File: config.mk
export PLATFORM = sky130hd
export DESIGN_NAME = cordic_vector
export DESIGN_NICKNAME = d
export VERILOG_FILES = /design/src/rtl/cordic_pkg.sv /design/src/rtl/cordic_microrot.sv /design/src/rtl/cordic_vector.sv
export SDC_FILE = /design/constraint.sdc
export NUM_CORES = 1
export LEC_CHECK = 0
export CORE_ASPECT_RATIO = 0.8
export CORE_UTILIZATION = 50
export CTS_BUF_LIST = sky130_fd_sc_hd__clkbuf_8 sky130_fd_sc_hd__clkbuf_16
export DETAILED_ROUTE_END_ITERATION = 6
export PLACE_DENSITY_LB_ADDON = 0.08
export RECOVER_POWER = 100
export SYNTH_ARGS = -nofsm -noshare
export SYNTH_HDL_FRONTEND = slang
export SYNTH_HIERARCHICAL = 1
export SYNTH_SLANG_ARGS = --single-unit
File: constraint.sdc
create_clock -name clk -period 14.03 [get_ports clk]
set_input_delay 3.5075 -clock clk [delete_from_list [all_inputs] [get_ports clk]]
set_output_delay 3.5075 -clock clk [all_outputs]
set_load 0.01 [all_outputs]
File: src/rtl/cordic_pkg.sv
// cordic_pkg: shared constants for the CORDIC blocks.
//   FRAC_BITS    - fractional bits of the Q2.14 coordinate/magnitude format
//   CORDIC_K     - CORDIC gain compensation 0.607253 in Q2.14
//   CORDIC_PI    - pi in Q3.13
//   CORDIC_PI_2  - pi/2 in Q3.13
//   state_t      - vectoring FSM state encoding
//   atan_lut()   - atan(2^-i) in Q3.13, i = 0..15
package cordic_pkg;

  localparam int          FRAC_BITS   = 14;
  localparam logic [15:0] CORDIC_K    = 16'h26DD;
  localparam logic [15:0] CORDIC_PI   = 16'h6488;
  localparam logic [15:0] CORDIC_PI_2 = 16'h3244;

  typedef enum logic [1:0] {
    ST_IDLE  = 2'd0,
    ST_PRE   = 2'd1,
    ST_CALC  = 2'd2,
    ST_SCALE = 2'd3
  } state_t;

  function automatic logic [15:0] atan_lut(input int unsigned idx);
    logic [15:0] v;
    case (idx)
      0:       v = 16'h1922;
      1:       v = 16'h0ED6;
      2:       v = 16'h07D7;
      3:       v = 16'h03FB;
      4:       v = 16'h01FF;
      5:       v = 16'h0100;
      6:       v = 16'h0080;
      7:       v = 16'h0040;
      8:       v = 16'h0020;
      9:       v = 16'h0010;
      10:      v = 16'h0008;
      11:      v = 16'h0004;
      12:      v = 16'h0002;
      13:      v = 16'h0001;
      default: v = 16'h0000;
    endcase
    return v;
  endfunction

endpackage

File: src/rtl/cordic_microrot.sv
// cordic_microrot: one combinational CORDIC micro-rotation.
//   i_x, i_y  - current vector (XW-bit signed)
//   i_z       - current angle accumulator (ZW-bit signed)
//   i_atan    - atan(2^-i) for this iteration
//   i_shift   - iteration index i (shift amount)
//   i_dir     - 1: y >= 0 (rotate clockwise, add angle); 0: rotate counter-clockwise
//   o_x/o_y/o_z - rotated vector and updated angle
module cordic_microrot #(
  parameter int XW = 18,
  parameter int ZW = 16,
  parameter int SW = 4
) (
  input  logic signed [XW-1:0] i_x,
  input  logic signed [XW-1:0] i_y,
  input  logic signed [ZW-1:0] i_z,
  input  logic signed [ZW-1:0] i_atan,
  input  logic        [SW-1:0] i_shift,
  input  logic                 i_dir,
  output logic signed [XW-1:0] o_x,
  output logic signed [XW-1:0] o_y,
  output logic signed [ZW-1:0] o_z
);

  logic signed [XW-1:0] w_xs;
  logic signed [XW-1:0] w_ys;

  assign w_xs = i_x >>> i_shift;
  assign w_ys = i_y >>> i_shift;

  always_comb begin
    if (i_dir) begin
      o_x = i_x + w_ys;
      o_y = i_y - w_xs;
      o_z = i_z + i_atan;
    end else begin
      o_x = i_x - w_ys;
      o_y = i_y + w_xs;
      o_z = i_z - i_atan;
    end
  end

endmodule

File: src/rtl/cordic_vector.sv
// cordic_vector: multi-cycle vectoring-mode CORDIC (cartesian -> polar).
//   clk       - clock, rising edge
//   rst       - synchronous active-high reset
//   start     - conversion request, sampled only while idle
//   x_in/y_in - signed Q2.14 coordinates
//   mag_out   - Q2.14 magnitude, gain-compensated, saturated to [0, 2^(WIDTH-1)-1]
//   angle_out - Q3.13 atan2(y,x), range (-pi, +pi]
//   busy      - conversion in progress
//   done      - one-cycle pulse when mag_out/angle_out are updated
module cordic_vector #(
  parameter int WIDTH      = 16,
  parameter int ITERATIONS = 16,
  parameter int FRAC_BITS  = cordic_pkg::FRAC_BITS
) (
  input  logic             clk,
  input  logic             rst,
  input  logic             start,
  input  logic [WIDTH-1:0] x_in,
  input  logic [WIDTH-1:0] y_in,
  output logic [WIDTH-1:0] mag_out,
  output logic [WIDTH-1:0] angle_out,
  output logic             busy,
  output logic             done
);

  import cordic_pkg::*;

  localparam int XW = WIDTH + 2;
  localparam int SW = (ITERATIONS > 1) ? $clog2(ITERATIONS) : 1;
  localparam int PW = XW + WIDTH;

  localparam logic signed [WIDTH-1:0] PI_S     = WIDTH'(CORDIC_PI);
  localparam logic signed [WIDTH-1:0] ANG_MIN  = WIDTH'(1 - int'(CORDIC_PI));
  localparam logic signed [WIDTH-1:0] PI_2_S   = WIDTH'(CORDIC_PI_2);
  localparam logic signed [WIDTH-1:0] NEG_PI_2 = WIDTH'(-int'(CORDIC_PI_2));
  localparam logic signed [PW-1:0]    MAG_MAX  = PW'((64'sd1 <<< (WIDTH - 1)) - 64'sd1);
  localparam logic signed [PW-1:0]    ROUND    = PW'(64'sd1 <<< (FRAC_BITS - 1));
  localparam logic signed [PW-1:0]    K_S      = $signed(PW'(CORDIC_K));

  state_t r_state;
  state_t w_state_next;

  logic signed [XW-1:0]    r_x;
  logic signed [XW-1:0]    r_y;
  logic signed [WIDTH-1:0] r_z;
  logic        [SW-1:0]    r_iter;
  logic                    r_zero;
  logic                    r_done;
  logic        [WIDTH-1:0] r_mag;
  logic        [WIDTH-1:0] r_ang;

  logic signed [XW-1:0]    w_x_rot;
  logic signed [XW-1:0]    w_y_rot;
  logic signed [WIDTH-1:0] w_z_rot;
  logic signed [WIDTH-1:0] w_atan;
  logic signed [PW-1:0]    w_prod;
  logic signed [PW-1:0]    w_scaled;
  logic        [WIDTH-1:0] w_mag_sat;
  logic        [WIDTH-1:0] w_ang_sat;

  assign w_atan = $signed(WIDTH'(atan_lut(32'(r_iter))));

  cordic_microrot #(
    .XW(XW),
    .ZW(WIDTH),
    .SW(SW)
  ) u_microrot (
    .i_x    (r_x),
    .i_y    (r_y),
    .i_z    (r_z),
    .i_atan (w_atan),
    .i_shift(r_iter),
    .i_dir  (~r_y[XW-1]),
    .o_x    (w_x_rot),
    .o_y    (w_y_rot),
    .o_z    (w_z_rot)
  );

  // Gain compensation with round-half-up, then clamp into the unsigned range.
  assign w_prod   = PW'(r_x) * K_S;
  assign w_scaled = (w_prod + ROUND) >>> FRAC_BITS;

  always_comb begin
    w_mag_sat = w_scaled[WIDTH-1:0];
    if (w_scaled < 0) begin
      w_mag_sat = '0;
    end else if (w_scaled > MAG_MAX) begin
      w_mag_sat = MAG_MAX[WIDTH-1:0];
    end
  end

  // A zero vector never converges (z just sums the table), so it is forced to 0.
  // Residual error near the negative real axis is folded into (-pi, +pi].
  always_comb begin
    w_ang_sat = r_z;
    if (r_zero) begin
      w_ang_sat = '0;
    end else if (r_z > PI_S) begin
      w_ang_sat = PI_S;
    end else if (r_z < ANG_MIN) begin
      w_ang_sat = ANG_MIN;
    end
  end

  always_comb begin
    w_state_next = r_state;
    case (r_state)
      ST_IDLE:  if (start) w_state_next = ST_PRE;
      ST_PRE:   w_state_next = ST_CALC;
      ST_CALC:  if (r_iter == SW'(ITERATIONS - 1)) w_state_next = ST_SCALE;
      ST_SCALE: w_state_next = ST_IDLE;
      default:  w_state_next = ST_IDLE;
    endcase
  end

  always_ff @(posedge clk) begin
    if (rst) begin
      r_state <= ST_IDLE;
    end else begin
      r_state <= w_state_next;
    end
  end

  always_ff @(posedge clk) begin
    if (rst) begin
      r_x    <= '0;
      r_y    <= '0;
      r_z    <= '0;
      r_iter <= '0;
      r_zero <= 1'b0;
      r_done <= 1'b0;
      r_mag  <= '0;
      r_ang  <= '0;
    end else begin
      r_done <= 1'b0;
      case (r_state)
        ST_IDLE: begin
          if (start) begin
            r_x    <= XW'($signed(x_in));
            r_y    <= XW'($signed(y_in));
            r_zero <= (x_in == '0) && (y_in == '0);
          end
        end
        ST_PRE: begin
          // Fold the left half-plane into the right so CORDIC converges.
          r_iter <= '0;
          if (!r_x[XW-1]) begin
            r_z <= '0;
          end else if (!r_y[XW-1]) begin
            r_x <= r_y;
            r_y <= -r_x;
            r_z <= PI_2_S;
          end else begin
            r_x <= -r_y;
            r_y <= r_x;
            r_z <= NEG_PI_2;
          end
        end
        ST_CALC: begin
          r_x    <= w_x_rot;
          r_y    <= w_y_rot;
          r_z    <= w_z_rot;
          r_iter <= r_iter + SW'(1);
        end
        ST_SCALE: begin
          r_mag  <= w_mag_sat;
          r_ang  <= w_ang_sat;
          r_done <= 1'b1;
        end
        default: ;
      endcase
    end
  end

  assign busy      = (r_state != ST_IDLE);
  assign done      = r_done;
  assign mag_out   = r_mag;
  assign angle_out = r_ang;

endmodule

==> results of run 1 <==
worst max-delay path by stage:
stage	startpoint	end
3_3_place_gp	r_x[15]$_SDFFE_PP0P_	mag_out[0]$_SDFFE_PP0P_
5_1_grt	rst	mag_out[0]$_SDFFE_PP0P_
4_1_cts	r_x[15]$_SDFFE_PP0P_	mag_out[8]$_SDFFE_PP0P_
6_report	rst	mag_out[8]$_SDFFE_PP0P_
2_1_floorplan	r_x[15]$_SDFFE_PP0P_	mag_out[0]$_SDFFE_PP0P_
3_5_place_dp	r_x[15]$_SDFFE_PP0P_	mag_out[2]$_SDFFE_PP0P_
cell usage after synthesis, types with 29 or more instances:
master / count
mux4_2: 29
ha_1: 210
fa_1: 121
nor3_1: 40
a211oi_1: 36
a21oi_1: 159
dfxtp_1: 105
xnor2_1: 96
clkbuf_1: 55
o21ai_0: 47
nor2_1: 143
xor2_1: 43
nand2_1: 93
inv_1: 265
area by class of cell:
cell class | count | area (um2) | area share (%)
inverters | 268 | 1010 | 5.71
clock inverters | 7 | 88.8 | 0.504
repair buffers | 83 | 783 | 4.45
flip-flops and latches | 105 | 2110 | 12.0
clock buffers | 9 | 225 | 1.28
well taps | 420 | 526 | 2.98
multi-input cells | 1475 | 12900 | 73.1
registers in the layout, indices dropped and copies added (netlist names):
name	flops
r_iter	4
r_x	18
r_state	2
w_atan	13
done	1
mag_out	16
r_z	16
r_zero	1
angle_out	16
r_y	18
worst max-delay path, cell delays in order:
cell,delay [ns]
clkbuf_1,1.22
clkbuf_1,1.88
nor2_1,0.94
a221o_1,0.58
through the flow:
| stage | instance area, um2 | setup WS (ns) | util, % |
|---|---|---|---|
| 6_report | 17600 | 6.13 | 55.4 |
| 5_1_grt | 17600 | 5.92 | 55.4 |
| 4_1_cts | 17600 | 6.70 | 55.4 |
| 3_5_place_dp | 17300 | 6.74 | 54.4 |
| 3_3_place_gp | 17300 | 6.81 | 54.4 |
| 2_1_floorplan | 16300 | 8.06 | - |
logic make-up after synthesis:
| kind of cell | Yosys count | synth area share [%] |
|---|---|---|
| AO/OA/AOI/OAI | 504 | 21.1 |
| AND/OR/NAND/NOR | 435 | 13.1 |
| buffers and inverters | 348 | 8.28 |
| adder cells (fa/ha/maj) | 331 | 31.0 |
| XOR/XNOR | 140 | 7.57 |
| flip-flops | 105 | 12.9 |
| multiplexers | 61 | 6.12 |
| other | 1 | 0.0230 |
per-layer routing:
metal / up-vias / routed length (um) / global-route usage (%)
met5: - / 0 / 0
met4: 0 / 1090 / 7.69
met3: 53 / 4010 / 3.73
met2: 597 / 20900 / 44.1
met1: 6993 / 23100 / 45.4
li1: 6832 / - / -
placed cells by master (no fill, tap or decap), types with 7 or more instances in the layout:
cell type,netlist,final
inv_1,265,265
ha_1,210,210
a21oi_1,159,159
nor2_1,143,142
fa_1,121,121
dfxtp_1,105,102
xnor2_1,96,96
nand2_1,93,93
o21ai_0,47,54
xor2_1,43,43
nor3_1,40,40
a211oi_1,36,35
dlygate4sd3_1,0,34
clkdlybuf4s50_1,0,33
mux4_2,29,29
nand2b_1,27,27
a21o_1,26,26
nand3_1,26,26
a22oi_1,22,22
nor4_1,22,22
o21a_1,21,21
o21ai_1,26,19
a222oi_1,18,18
o211ai_1,18,18
a221o_1,18,18
nor2b_1,17,17
a31oi_1,16,16
mux2_2,15,15
mux2i_1,14,14
buf_4,3,14
nand4_1,12,12
o22ai_1,11,11
and2_1,9,9
clkbuf_16,0,9
o31ai_1,8,8
and3_1,8,8
or3_1,7,7
a221oi_1,7,7
==> results_dict.tcl, run 1 <==
set metrics [dict create \
    worstPathArrival_ns 8.16 \
    rsz0062_at_grt "false" \
    routedWlPerCell_um 20.7 \
    synth.cell_area_um2 16300 \
    dpl.hpwl_mm 38.9 \
    syn_inst 1925 \
    holdPathEnd "mag_out[11]$_SDFFE_PP0P_" \
    yosysWarnings 6 \
    fp.coreArea_um2 31800 \
    drtPass1Iterations 7 \
    startpoint_type "primary input" \
    outcome "complete, but fails checks" \
    path_max_fanout 48 \
    whs_ns 0.457 \
    diodes 0 \
    hold_depth 2 \
    worst-endpoint-required_ns 14.29 \
    min_from "mag_out[11]$_SDFFE_PP0P_" \
    setup_viol 0 \
    synth_cell_types 94 \
    syn2layout_area_growth_pct 8.03 \
    hold_path_class "reg2reg" \
    drtIter0Drc 1530 \
    violations "design-rule violations, max-capacitance violations, max-slew violations" \
    clockBufferDepth 2 \
    clock_latency_ns 0.38 \
    die_w_um 204 \
    grt.total_usage_pct 29.9 \
    synth_flop_cell "dfxtp_1" \
    nNetsFinal 2308 \
    cts_setup_buffers 0 \
    skew_ns 0.0193 \
    synth_edf_count 0 \
    rr_worst_depth 20 \
    n_fill_cell 2982 \
    synth-seq-cells 105 \
    period_needed_ns 7.90 \
    period_share_pct 56.3 \
    drc 4 \
    gp_congestion 0.930 \
    finalHoldViolations 0 \
    r2r-start "r_x[15]$_SDFFE_PP0P_" \
    viasPerCell 6.12 \
    tightest_slew_ns 2.53 \
    reg2reg_slack_ns 6.56 \
    clkTransAtPathRegs_ns 0.09 \
    synth_area_leaders "ha_1 (16%), fa_1 (15%), dfxtp_1 (13%)" \
    antenna_found_initial 0 \
    dp_cells 2351 \
    instances_no_fill 2367 \
    numCtsBuffers 9 \
    grt_first_pass_wirelength_mm 77.3 \
    avgSynthCellArea_um2 8.47 \
    rr_endpoint "mag_out[8]$_SDFFE_PP0P_" \
    grt_max_degree 55 \
    finalMaxSlewViolations 84 \
    synth.top_cell.area_share_pct 16.1 \
    cts_tree "built" \
    cts_root_buf "clkbuf_16" \
    async_flop_share_pct 0 \
    gr-total-overflow 0 \
    port_buffers 68 \
    grt_pass1_vias 13200 \
    cp-end-kind "register" \
    cts_resized 0 \
    slew_headroom_pct -68.4 \
    num_vias 14500 \
    drt_wl_total_mm 49.1 \
    cts.sink_count 105 \
    drv_cap 2 \
    crit_type "in2reg" \
    finalSetupTns_ns 0 \
    initial_core_util_pct 51.3 \
    rows 58 \
    holdBufCountCts 0 \
    ctsHtreeMaxLevel 3 \
    yosys.area.top_type "ha_1" \
    timing.fmax_mhz 127 \
    layout-drive-gt1-share_pct 5.60 \
    die_y_um 164 \
    fp.dieArea_um2 33300 \
    boundaryPins 69 \
    ys_seq_area_share_pct 12.9 \
    antenna_left 0 \
]
Power of run 1 is not shown: default switching activity piles up to over one toggle a cycle in this logic, so the estimate is an artifact.
==> inputs of run 2 (changes only) <==
==> constraint.sdc (replaced) <==
create_clock -name clk -period 8 [get_ports clk]
set_input_delay 2 -clock clk [delete_from_list [all_inputs] [get_ports clk]]
set_output_delay 2 -clock clk [all_outputs]
set_load 0.01 [all_outputs]
==> run 2 against run 1 <==
The run ends with max-capacitance violations, max-slew violations left. Sequential cell count stayed put. Via count up 0.37%. Non-clock buffer count is 3 higher. First-iteration DRC count fell by 10%. Critical path depth up 16. Setup slack got worse by 5.4 ns. Wire length up 0.72%. Worst hold slack worse by 0.0058 ns. Final cell count is 0.13% higher.
==> results_dict.tcl, run 2 (synthesis results as in run 1) <==
set metrics [dict create \
    clockBufferDepth 2 \
    fp.dieArea_um2 33300 \
    worstPathArrival_ns 7.57 \
    drv_cap 1 \
    path_max_fanout 14 \
    whs_ns 0.451 \
    period_needed_ns 7.26 \
    cp-end-kind "register" \
    fp.coreArea_um2 31800 \
    crit_type "reg2reg" \
    drtIter0Drc 1371 \
    rsz0062_at_grt "false" \
    ctsHtreeMaxLevel 3 \
    drtPass1Iterations 7 \
    clkTransAtPathRegs_ns 0.08 \
    layout-drive-gt1-share_pct 5.59 \
    antenna_found_initial 0 \
    boundaryPins 69 \
    cts_setup_buffers 0 \
    startpoint_type "register" \
    rr_endpoint "mag_out[6]$_SDFFE_PP0P_" \
    rows 58 \
    period_share_pct 90.7 \
    drc 0 \
    syn2layout_area_growth_pct 8.10 \
    clock_latency_ns 0.37 \
    cts.sink_count 105 \
    rr_worst_depth 20 \
    dpl.hpwl_mm 39.4 \
    grt_first_pass_wirelength_mm 76.7 \
    finalHoldViolations 0 \
    nNetsFinal 2311 \
    hold_depth 2 \
    finalMaxSlewViolations 59 \
    numCtsBuffers 9 \
    hold_path_class "reg2reg" \
    outcome "complete, but fails checks" \
    num_vias 14500 \
    final_common_cell "inv_1" \
    setup_viol 0 \
    finalSetupTns_ns 0 \
    die_y_um 164 \
    slew_headroom_pct -92.4 \
    cts_tree "built" \
    top_regs "r_x x18, r_y x18" \
    holdPathEnd "mag_out[4]$_SDFFE_PP0P_" \
    grt.total_usage_pct 30.0 \
    grt_max_degree 59 \
    tightest_slew_ns 2.89 \
    dp_cells 2354 \
    initial_core_util_pct 51.3 \
    gp_congestion 0.913 \
    mostFrequentLayoutCells "inv_1 (265), ha_1 (210), a21oi_1 (159)" \
    min_from "mag_out[4]$_SDFFE_PP0P_" \
    viasPerCell 6.13 \
    timing.fmax_mhz 138 \
    diodes 0 \
    final_util_pct 55.4 \
    violations "max-capacitance violations, max-slew violations" \
    instances_no_fill 2370 \
    routedWlPerCell_um 20.9 \
    holdBufCountCts 0 \
    skew_ns 0.0101 \
    reg2reg_slack_ns 0.74 \
    cts_resized 0 \
    port_buffers 68 \
    antenna_left 0 \
    worst-endpoint-required_ns 8.32 \
    die_w_um 204 \
    gr-total-overflow 0 \
    r2r-start "r_x[14]$_SDFFE_PP0P_" \
    grt_pass1_vias 13400 \
    drt_wl_total_mm 49.5 \
    cts_root_buf "clkbuf_16" \
]
## run 2: cell count changes in the layout (fill, tap and decap cells not counted), sizes merged
| cell | previous run | this run |
|---|---|---|
| buf | 14 | 16 |
| dlygate4sd3 | 34 | 36 |
| inv | 271 | 268 |
| clkbuf | 11 | 12 |
| clkdlybuf4s50 | 33 | 31 |
| clkinvlp | 0 | 2 |
| clkinv | 4 | 5 |
## run 2: stage by stage
step	worst slack [ns]	instance area (um2)
5_1_grt	0.294	17600
6_report	0.742	17600
2_1_floorplan	2.03	16300
3_5_place_dp	0.860	17300
4_1_cts	0.818	17600
3_3_place_gp	1.02	17300
## run 2: final cells by class
type,instances,area [um2]
tap,420,526
timing repair buffer,86,815
multi-input combinational,1475,12900
clock inverter,7,75.1
sequential,105,2100
clock buffer,9,225
inverter,268,1010
fill,2987,14200
## run 2: worst max-delay path by stage
stage	from	endpoint	slack (ns)	cells after the start
after global placement	r_x[11]$_SDFFE_PP0P_	mag_out[0]$_SDFFE_PP0P_	1.02	18
after detailed placement	r_x[15]$_SDFFE_PP0P_	mag_out[1]$_SDFFE_PP0P_	0.86	20
after floorplan	r_x[15]$_SDFFE_PP0P_	mag_out[0]$_SDFFE_PP0P_	2.03	21
final	r_x[14]$_SDFFE_PP0P_	mag_out[6]$_SDFFE_PP0P_	0.74	20
after CTS	r_x[15]$_SDFFE_PP0P_	mag_out[6]$_SDFFE_PP0P_	0.82	20
after global routing	r_x[14]$_SDFFE_PP0P_	mag_out[6]$_SDFFE_PP0P_	0.29	20
## run 2: per-layer routing
metal	wire length, um	global-route usage [%]	vias up
li1	-	-	6844
met1	23100	44.1	7007
met2	20100	42.4	603
met3	4390	5.87	74
met4	1850	12.5	0
met5	0	0	-
## run 2: worst max-delay path: stages (launching register included)
cell and delay, ns:
dfxtp_1 0.70, inv_1 0.19, ha_1 0.40, inv_1 0.08, fa_1 0.52, fa_1 0.52
inv_1 0.05, fa_1 0.46, fa_1 0.54, inv_1 0.06, fa_1 0.52, inv_1 0.04
ha_1 0.38, a21oi_1 0.22, o211ai_1 0.15, a221oi_1 0.62, o211ai_1 0.40, a21o_1 0.28
a211oi_2 0.48, o31a_1 0.43, a221o_1 0.17
Power of run 2 is left out for the same reason.
